### src/rtl/npc_sequencer_pkg.sv
// Shared definitions for the SPARC PC/nPC sequencer.
// This package holds the FSM state encoding and the default reset and increment constants.
package npc_sequencer_pkg;

    typedef enum logic [1:0] {
        SEQ_BOOT  = 2'd0,
        SEQ_RUN   = 2'd1,
        SEQ_ANNUL = 2'd2,
        SEQ_TRAP  = 2'd3
    } seq_state_e;

    localparam logic [31:0] SEQ_INSTR_BYTES  = 32'd4;
    localparam logic [31:0] RESET_PC_DEFAULT = 32'h0000_0000;

endpackage

### src/rtl/npc_sequencer.sv
// SPARC PC/nPC sequencer: drives the external PC register with pc_next/pc_ld and owns nPC.
// It implements delayed branches, the annul bit, trap redirection and stall; all outputs are registered.
module npc_sequencer
    import npc_sequencer_pkg::*;
#(
    parameter logic [31:0] RESET_PC    = RESET_PC_DEFAULT,
    parameter logic [31:0] INSTR_BYTES = SEQ_INSTR_BYTES
) (
    input  logic        clk,
    input  logic        reset_n,
    input  logic        stall,
    input  logic        br_valid,
    input  logic        br_taken,
    input  logic        br_always,
    input  logic        br_annul,
    input  logic [31:0] br_target,
    input  logic        trap_req,
    input  logic [31:0] trap_vector,
    output logic [31:0] pc_next,
    output logic        pc_ld,
    output logic [31:0] npc_out,
    output logic        annul_slot,
    output logic [1:0]  seq_state
);

    seq_state_e  state_q, state_d;
    logic [31:0] pc_next_q, pc_next_d;
    logic [31:0] npc_q, npc_d;
    logic        pc_ld_q, pc_ld_d;
    logic        annul_q, annul_d;

    logic advance;
    logic take_trap;
    logic br_allowed;
    logic take_branch;
    logic squash_next;

    // A stall freezes every state except BOOT.
    assign advance     = (state_q != SEQ_BOOT) && !stall;
    assign take_trap   = advance && trap_req && (state_q inside {SEQ_RUN, SEQ_ANNUL});
    // The squashed slot in ANNUL cannot branch, so branch inputs only count in RUN.
    assign br_allowed  = advance && !take_trap && (state_q == SEQ_RUN) && br_valid;
    assign take_branch = br_allowed && br_taken;
    assign squash_next = br_allowed && (br_taken ? (br_always && br_annul) : br_annul);

    // NOTE: the reset branch sits inside the clocked block, so reset is synchronous as required.
    always_ff @(posedge clk) begin
        if (!reset_n) begin
            state_q   <= SEQ_BOOT;
            pc_next_q <= RESET_PC;
            npc_q     <= RESET_PC + INSTR_BYTES;
            pc_ld_q   <= 1'b0;
            annul_q   <= 1'b0;
        end else begin
            state_q   <= state_d;
            pc_next_q <= pc_next_d;
            npc_q     <= npc_d;
            pc_ld_q   <= pc_ld_d;
            annul_q   <= annul_d;
        end
    end

    // NOTE: each combinational block assigns a default first, so no path can infer a latch.
    always_comb begin
        state_d = state_q;
        case (state_q)
            SEQ_BOOT: state_d = SEQ_RUN;
            SEQ_RUN, SEQ_ANNUL: begin
                if (take_trap)        state_d = SEQ_TRAP;
                else if (squash_next) state_d = SEQ_ANNUL;
                else if (advance)     state_d = SEQ_RUN;
            end
            SEQ_TRAP: if (advance) state_d = SEQ_RUN;
            default:  state_d = SEQ_BOOT;
        endcase
    end

    always_comb begin
        pc_next_d = pc_next_q;
        npc_d     = npc_q;
        pc_ld_d   = 1'b0;
        annul_d   = annul_q;
        if (state_q == SEQ_BOOT) begin
            pc_next_d = RESET_PC;
            pc_ld_d   = 1'b1;
            annul_d   = 1'b0;
        end else if (take_trap) begin
            pc_next_d = trap_vector;
            npc_d     = trap_vector + INSTR_BYTES;
            pc_ld_d   = 1'b1;
            annul_d   = 1'b1;
        end else if (advance) begin
            // The delay slot (the old nPC) always enters PC; only the new nPC depends on the branch.
            pc_next_d = npc_q;
            npc_d     = take_branch ? br_target : npc_q + INSTR_BYTES;
            pc_ld_d   = 1'b1;
            annul_d   = squash_next;
        end
    end

    assign pc_next    = pc_next_q;
    assign pc_ld      = pc_ld_q;
    assign npc_out    = npc_q;
    assign annul_slot = annul_q;
    assign seq_state  = state_q;

endmodule

### config.mk
export PLATFORM = sky130hd
export DESIGN_NAME = npc_sequencer
export DESIGN_NICKNAME = d
export VERILOG_FILES = /design/src/rtl/npc_sequencer_pkg.sv /design/src/rtl/npc_sequencer.sv
export SDC_FILE = /design/constraint.sdc
export NUM_CORES = 1
export LEC_CHECK = 0
export BUFFER_PORTS_ARGS = -buffer_cell sky130_fd_sc_hd__buf_4
export CAP_MARGIN = 25
export CORE_UTILIZATION = 37
export DETAILED_ROUTE_END_ITERATION = 10
export GPL_ROUTABILITY_DRIVEN = 0
export PLACE_DENSITY = 0.61
export SYNTH_ARGS = -nofsm -noshare
export SYNTH_HDL_FRONTEND = slang
export SYNTH_SLANG_ARGS = --single-unit
### constraint.sdc
create_clock -name clk -period 2.5 [get_ports clk]
set_input_delay 0.375 -clock clk [delete_from_list [all_inputs] [get_ports clk]]
set_output_delay 0.375 -clock clk [all_outputs]
set_load 0.05 [all_outputs]
==> results.sh <==
export IMPL_drt_vias_per_instance=5.82
export IMPL_synth_yosys_seq_area_share_pct=30.2
export IMPL_dp_cells=833
export IMPL_hp_class="input pin to register"
export IMPL_postCtsSetupBuffers=0
export IMPL_cts_sinks=68
export IMPL_ys_top_cells_by_area="dfxtp_1 (30%), mux2i_1 (7.1%), xnor2_1 (6.8%), a221oi_1 (6.6%), nand2_1 (3.7%)"
export IMPL_syn_inst=565
export IMPL_clkPwrFrac_pct=38.5
export IMPL_grt_pass1_wl_um=25600
export IMPL_grt_usage_pct=26.2
export IMPL_overflow=0
export IMPL_holdWs_ns=0.339
export IMPL_cp_arrival_ns=2.61
export IMPL_grt_pass1_vias=4671
export IMPL_min_from="br_target[18]"
export IMPL_antenna_cells=0
export IMPL_synth_top_family_by_area="simple AND/OR/NAND/NOR gates"
export IMPL_cts_buffers_inserted=9
export IMPL_placeableCoreArea_mm2=0.0117
export IMPL_yosys_area_top_type="dfxtp_1"
export IMPL_num_vias=4937
export IMPL_r2r_slack_ns=0.17
export IMPL_synth_compound_area_share_pct=22.4
export IMPL_hold_path_end="npc_out[18]$_SDFFE_PN0P_"
export IMPL_synth_async_reset_ratio_pct=0
export IMPL_clk_latency_ns=0.34
export IMPL_min_period_over_period_pct=93.1
export IMPL_wl_um=16400
export IMPL_power_density_mw_per_mm2=545
export IMPL_layout_cells_non_filler=849
export IMPL_drc=7
export IMPL_start_util_pct=38.6
export IMPL_rsz0062_at_grt="false"
export IMPL_min_period_ns=2.33
export IMPL_ant_nets=0
export IMPL_cts_tree="built"
export IMPL_detail_route_iter0_violations=435
export IMPL_final_nets=778
export IMPL_fmax_mhz=430
export IMPL_die_w_um=112
export IMPL_portBuffers=139
export IMPL_cts_root_buffer="clkbuf_16"
export IMPL_yosysMostFrequentCell="dfxtp_1"
export IMPL_slew_violations=0
export IMPL_setup_viol=0
export IMPL_cap_viol_max_count=0
export IMPL_tns_ns=0
export IMPL_syn_to_final_growth_pct=34.3
export IMPL_path_cells="inv_1 > ha_1 > or2_1 > buf_4 > nor2_1 > o31ai_1 > a221oi_1 > a21o_1"
export IMPL_ys_ff_latch=68
export IMPL_h_tree_depth=3
export IMPL_syn_nets=642
export IMPL_finalClockSkew_ns=0.00543
export IMPL_peakVddDrop_mv=0.252
export IMPL_synth_flop_cell="dfxtp_1"
export IMPL_violations="design-rule violations"
export IMPL_synthMuxAreaShare_pct=7.11
export IMPL_drive_gt1_share_pct=27.5
export IMPL_leakage_uw=0.00242
export IMPL_synthSimpleGateAreaFrac_pct=23.7
export IMPL_synth_edf_count=0
export IMPL_postCtsHoldBufs=0
export IMPL_cpMaxStageDelayCell="nor2_1"
export IMPL_seq_power_share_pct=36.6
export IMPL_r2r_end="npc_out[10]$_SDFFE_PN0P_"
export IMPL_die_h_um=112
export IMPL_crit_fanout=20
export IMPL_p_comb_share_pct=24.9
export IMPL_clockBufferDepth=2
export IMPL_grt_max_degree=63
export IMPL_path_clk_slew_ns=0.06
export IMPL_firstDrtPassIters=7
export IMPL_wl_per_cell_um=19.4
export IMPL_synth_avg_cell_area_um2=7.97
export IMPL_rows=39
export IMPL_synth_area_mm2=0.00450
export IMPL_hold_viol_final=0
export IMPL_die_area_mm2=0.0126
export IMPL_crit_buf_inv=2
export IMPL_power_internal_uw=2210
export IMPL_r2r_start="seq_state[0]$_SDFF_PN0_"
export IMPL_timing_worst_setup_path_type="register to register"
export IMPL_startpoint_type="register"
export IMPL_crit_required_ns=2.78
export IMPL_min_path_cells=3
export IMPL_synth_top_cell_area_share_pct=30.2
export IMPL_status="complete, but fails checks"
export IMPL_cp_end_kind="register"
export IMPL_synth_adder_area_share_pct=1.39
export IMPL_synthTopCellsByCount="dfxtp_1 (68), nand2_1 (44), inv_1 (41), nor2_1 (37), xnor2_1 (35)"
export IMPL_slowest_delay_ns=0.45
export IMPL_yosysWarnings=0
export IMPL_r2r_cells=8
export IMPL_synth_xor_area_share_pct=8.17
export IMPL_path_delay_family="simple AND/OR/NAND/NOR gates"
export IMPL_cts_resized=0
export IMPL_worstMarginPinSlew_ns=0.683
export IMPL_p_sw_share_pct=33.0
export IMPL_p_sw_uw=1090
export IMPL_fin_ws_ns=0.172
export IMPL_relSlewSlack_pct=54.3
export IMPL_preCtsSetupSlack_ns=0.223
export IMPL_yosysUniqueCellTypes=57
export IMPL_place_hpwl_um=12200
export IMPL_io_pins=140
export IMPL_antenna_found_initial=0
==> cell families (layout without fill, tap and decap cells) <==
| family | Yosys count | after routing |
|---|---|---|
| and+or+nand+nor | 192 | 192 |
| DFF | 68 | 68 |
| adders and majority gates | 5 | 5 |
| muxes | 32 | 32 |
| xor gates and xnor gates | 42 | 42 |
| buffers and inverters | 80 | 221 |
| AOI/OAI and AO/OA | 146 | 146 |
==> per-stage QoR <==
| step | cell area (um2) | utilization, % | total power, uW |
|---|---|---|---|
| detailed placement | 5760 | 49.4 | 2040 |
| global placement | 5760 | 49.4 | 2030 |
| global route | 6050 | 51.9 | 3420 |
| floorplan | 4500 | - | 1710 |
| finish | 6050 | 51.9 | 3300 |
| CTS | 6050 | 51.9 | 3310 |
==> power groups by stage <==
stage / logic [uW] / registers [uW] / clock network (uW)
final: 821 / 1210 / 1270
after global routing: 872 / 1210 / 1330
after CTS: 818 / 1210 / 1280
after detailed placement: 814 / 1230 / 0
after global placement: 807 / 1230 / 0
after floorplan: 305 / 1410 / 0
==> sequential cells by signal (all words and copies together), names as in the netlist <==
register    flops
seq_state       2
pc_next        32
npc_out        32
pc_ld           1
annul_slot      1
==> tightest hold or removal path: stages <==
cell and delay [ns]:
buf_4 0.08, a21oi_1 0.05, a21oi_1 0.13
==> cell usage in the layout (no fill, tap or decap), types with 3 or more instances in the layout <==
| cell | instances |
|---|---|
| a31oi_1 | 10 |
| and3_1 | 13 |
| inv_1 | 41 |
| clkbuf_16 | 9 |
| nor3_1 | 17 |
| o21bai_1 | 3 |
| a221oi_1 | 34 |
| mux2i_1 | 32 |
| clkinv_2 | 3 |
| nor4_2 | 3 |
| nand3_1 | 31 |
| xnor2_1 | 35 |
| ha_1 | 5 |
| o211ai_1 | 8 |
| nor4_1 | 4 |
| nand4_1 | 18 |
| a211oi_1 | 7 |
| a21oi_1 | 29 |
| o31ai_1 | 4 |
| o21ai_0 | 28 |
| dfxtp_1 | 68 |
| nor4_4 | 3 |
| nor2_1 | 37 |
| o221ai_1 | 4 |
| buf_4 | 162 |
| xor2_1 | 7 |
| nand2_1 | 44 |
==> cell type report <==
type	count	area (um2)
Timing Repair Buffer	163	1240
Clock inverter	5	52.6
Fill cell	1152	5610
Inverter	42	158
Multi-Input combinational cell	417	2830
Clock buffer	11	233
Tap cell	143	179
Sequential cell	68	1360
==> how the worst max path moves through the flow <==
| stage | slack, ns | start | to | cells past startpoint |
|---|---|---|---|---|
| after floorplan | 0.05 | seq_state[1]$_SDFF_PN0_ | npc_out[9]$_SDFFE_PN0P_ | 10 |
| after global placement | 0.31 | seq_state[0]$_SDFF_PN0_ | npc_out[10]$_SDFFE_PN0P_ | 8 |
| after detailed placement | 0.22 | seq_state[1]$_SDFF_PN0_ | npc_out[10]$_SDFFE_PN0P_ | 8 |
| after CTS | 0.17 | seq_state[0]$_SDFF_PN0_ | npc_out[10]$_SDFFE_PN0P_ | 8 |
| after global routing | 0.02 | seq_state[0]$_SDFF_PN0_ | npc_out[10]$_SDFFE_PN0P_ | 8 |
| final | 0.17 | seq_state[0]$_SDFF_PN0_ | npc_out[10]$_SDFFE_PN0P_ | 8 |
==> metal layers <==
metal / routed length (um) / vias to the layer above / GRT usage (%)
li1: - / 2367 / -
met4: 328 / 0 / 8.89
met2: 7720 / 213 / 42.7
met3: 1200 / 24 / 4.05
met5: 0 / - / 0
met1: 7190 / 2333 / 35.3
No activity file was read; power rests on OpenSTA's default activity.
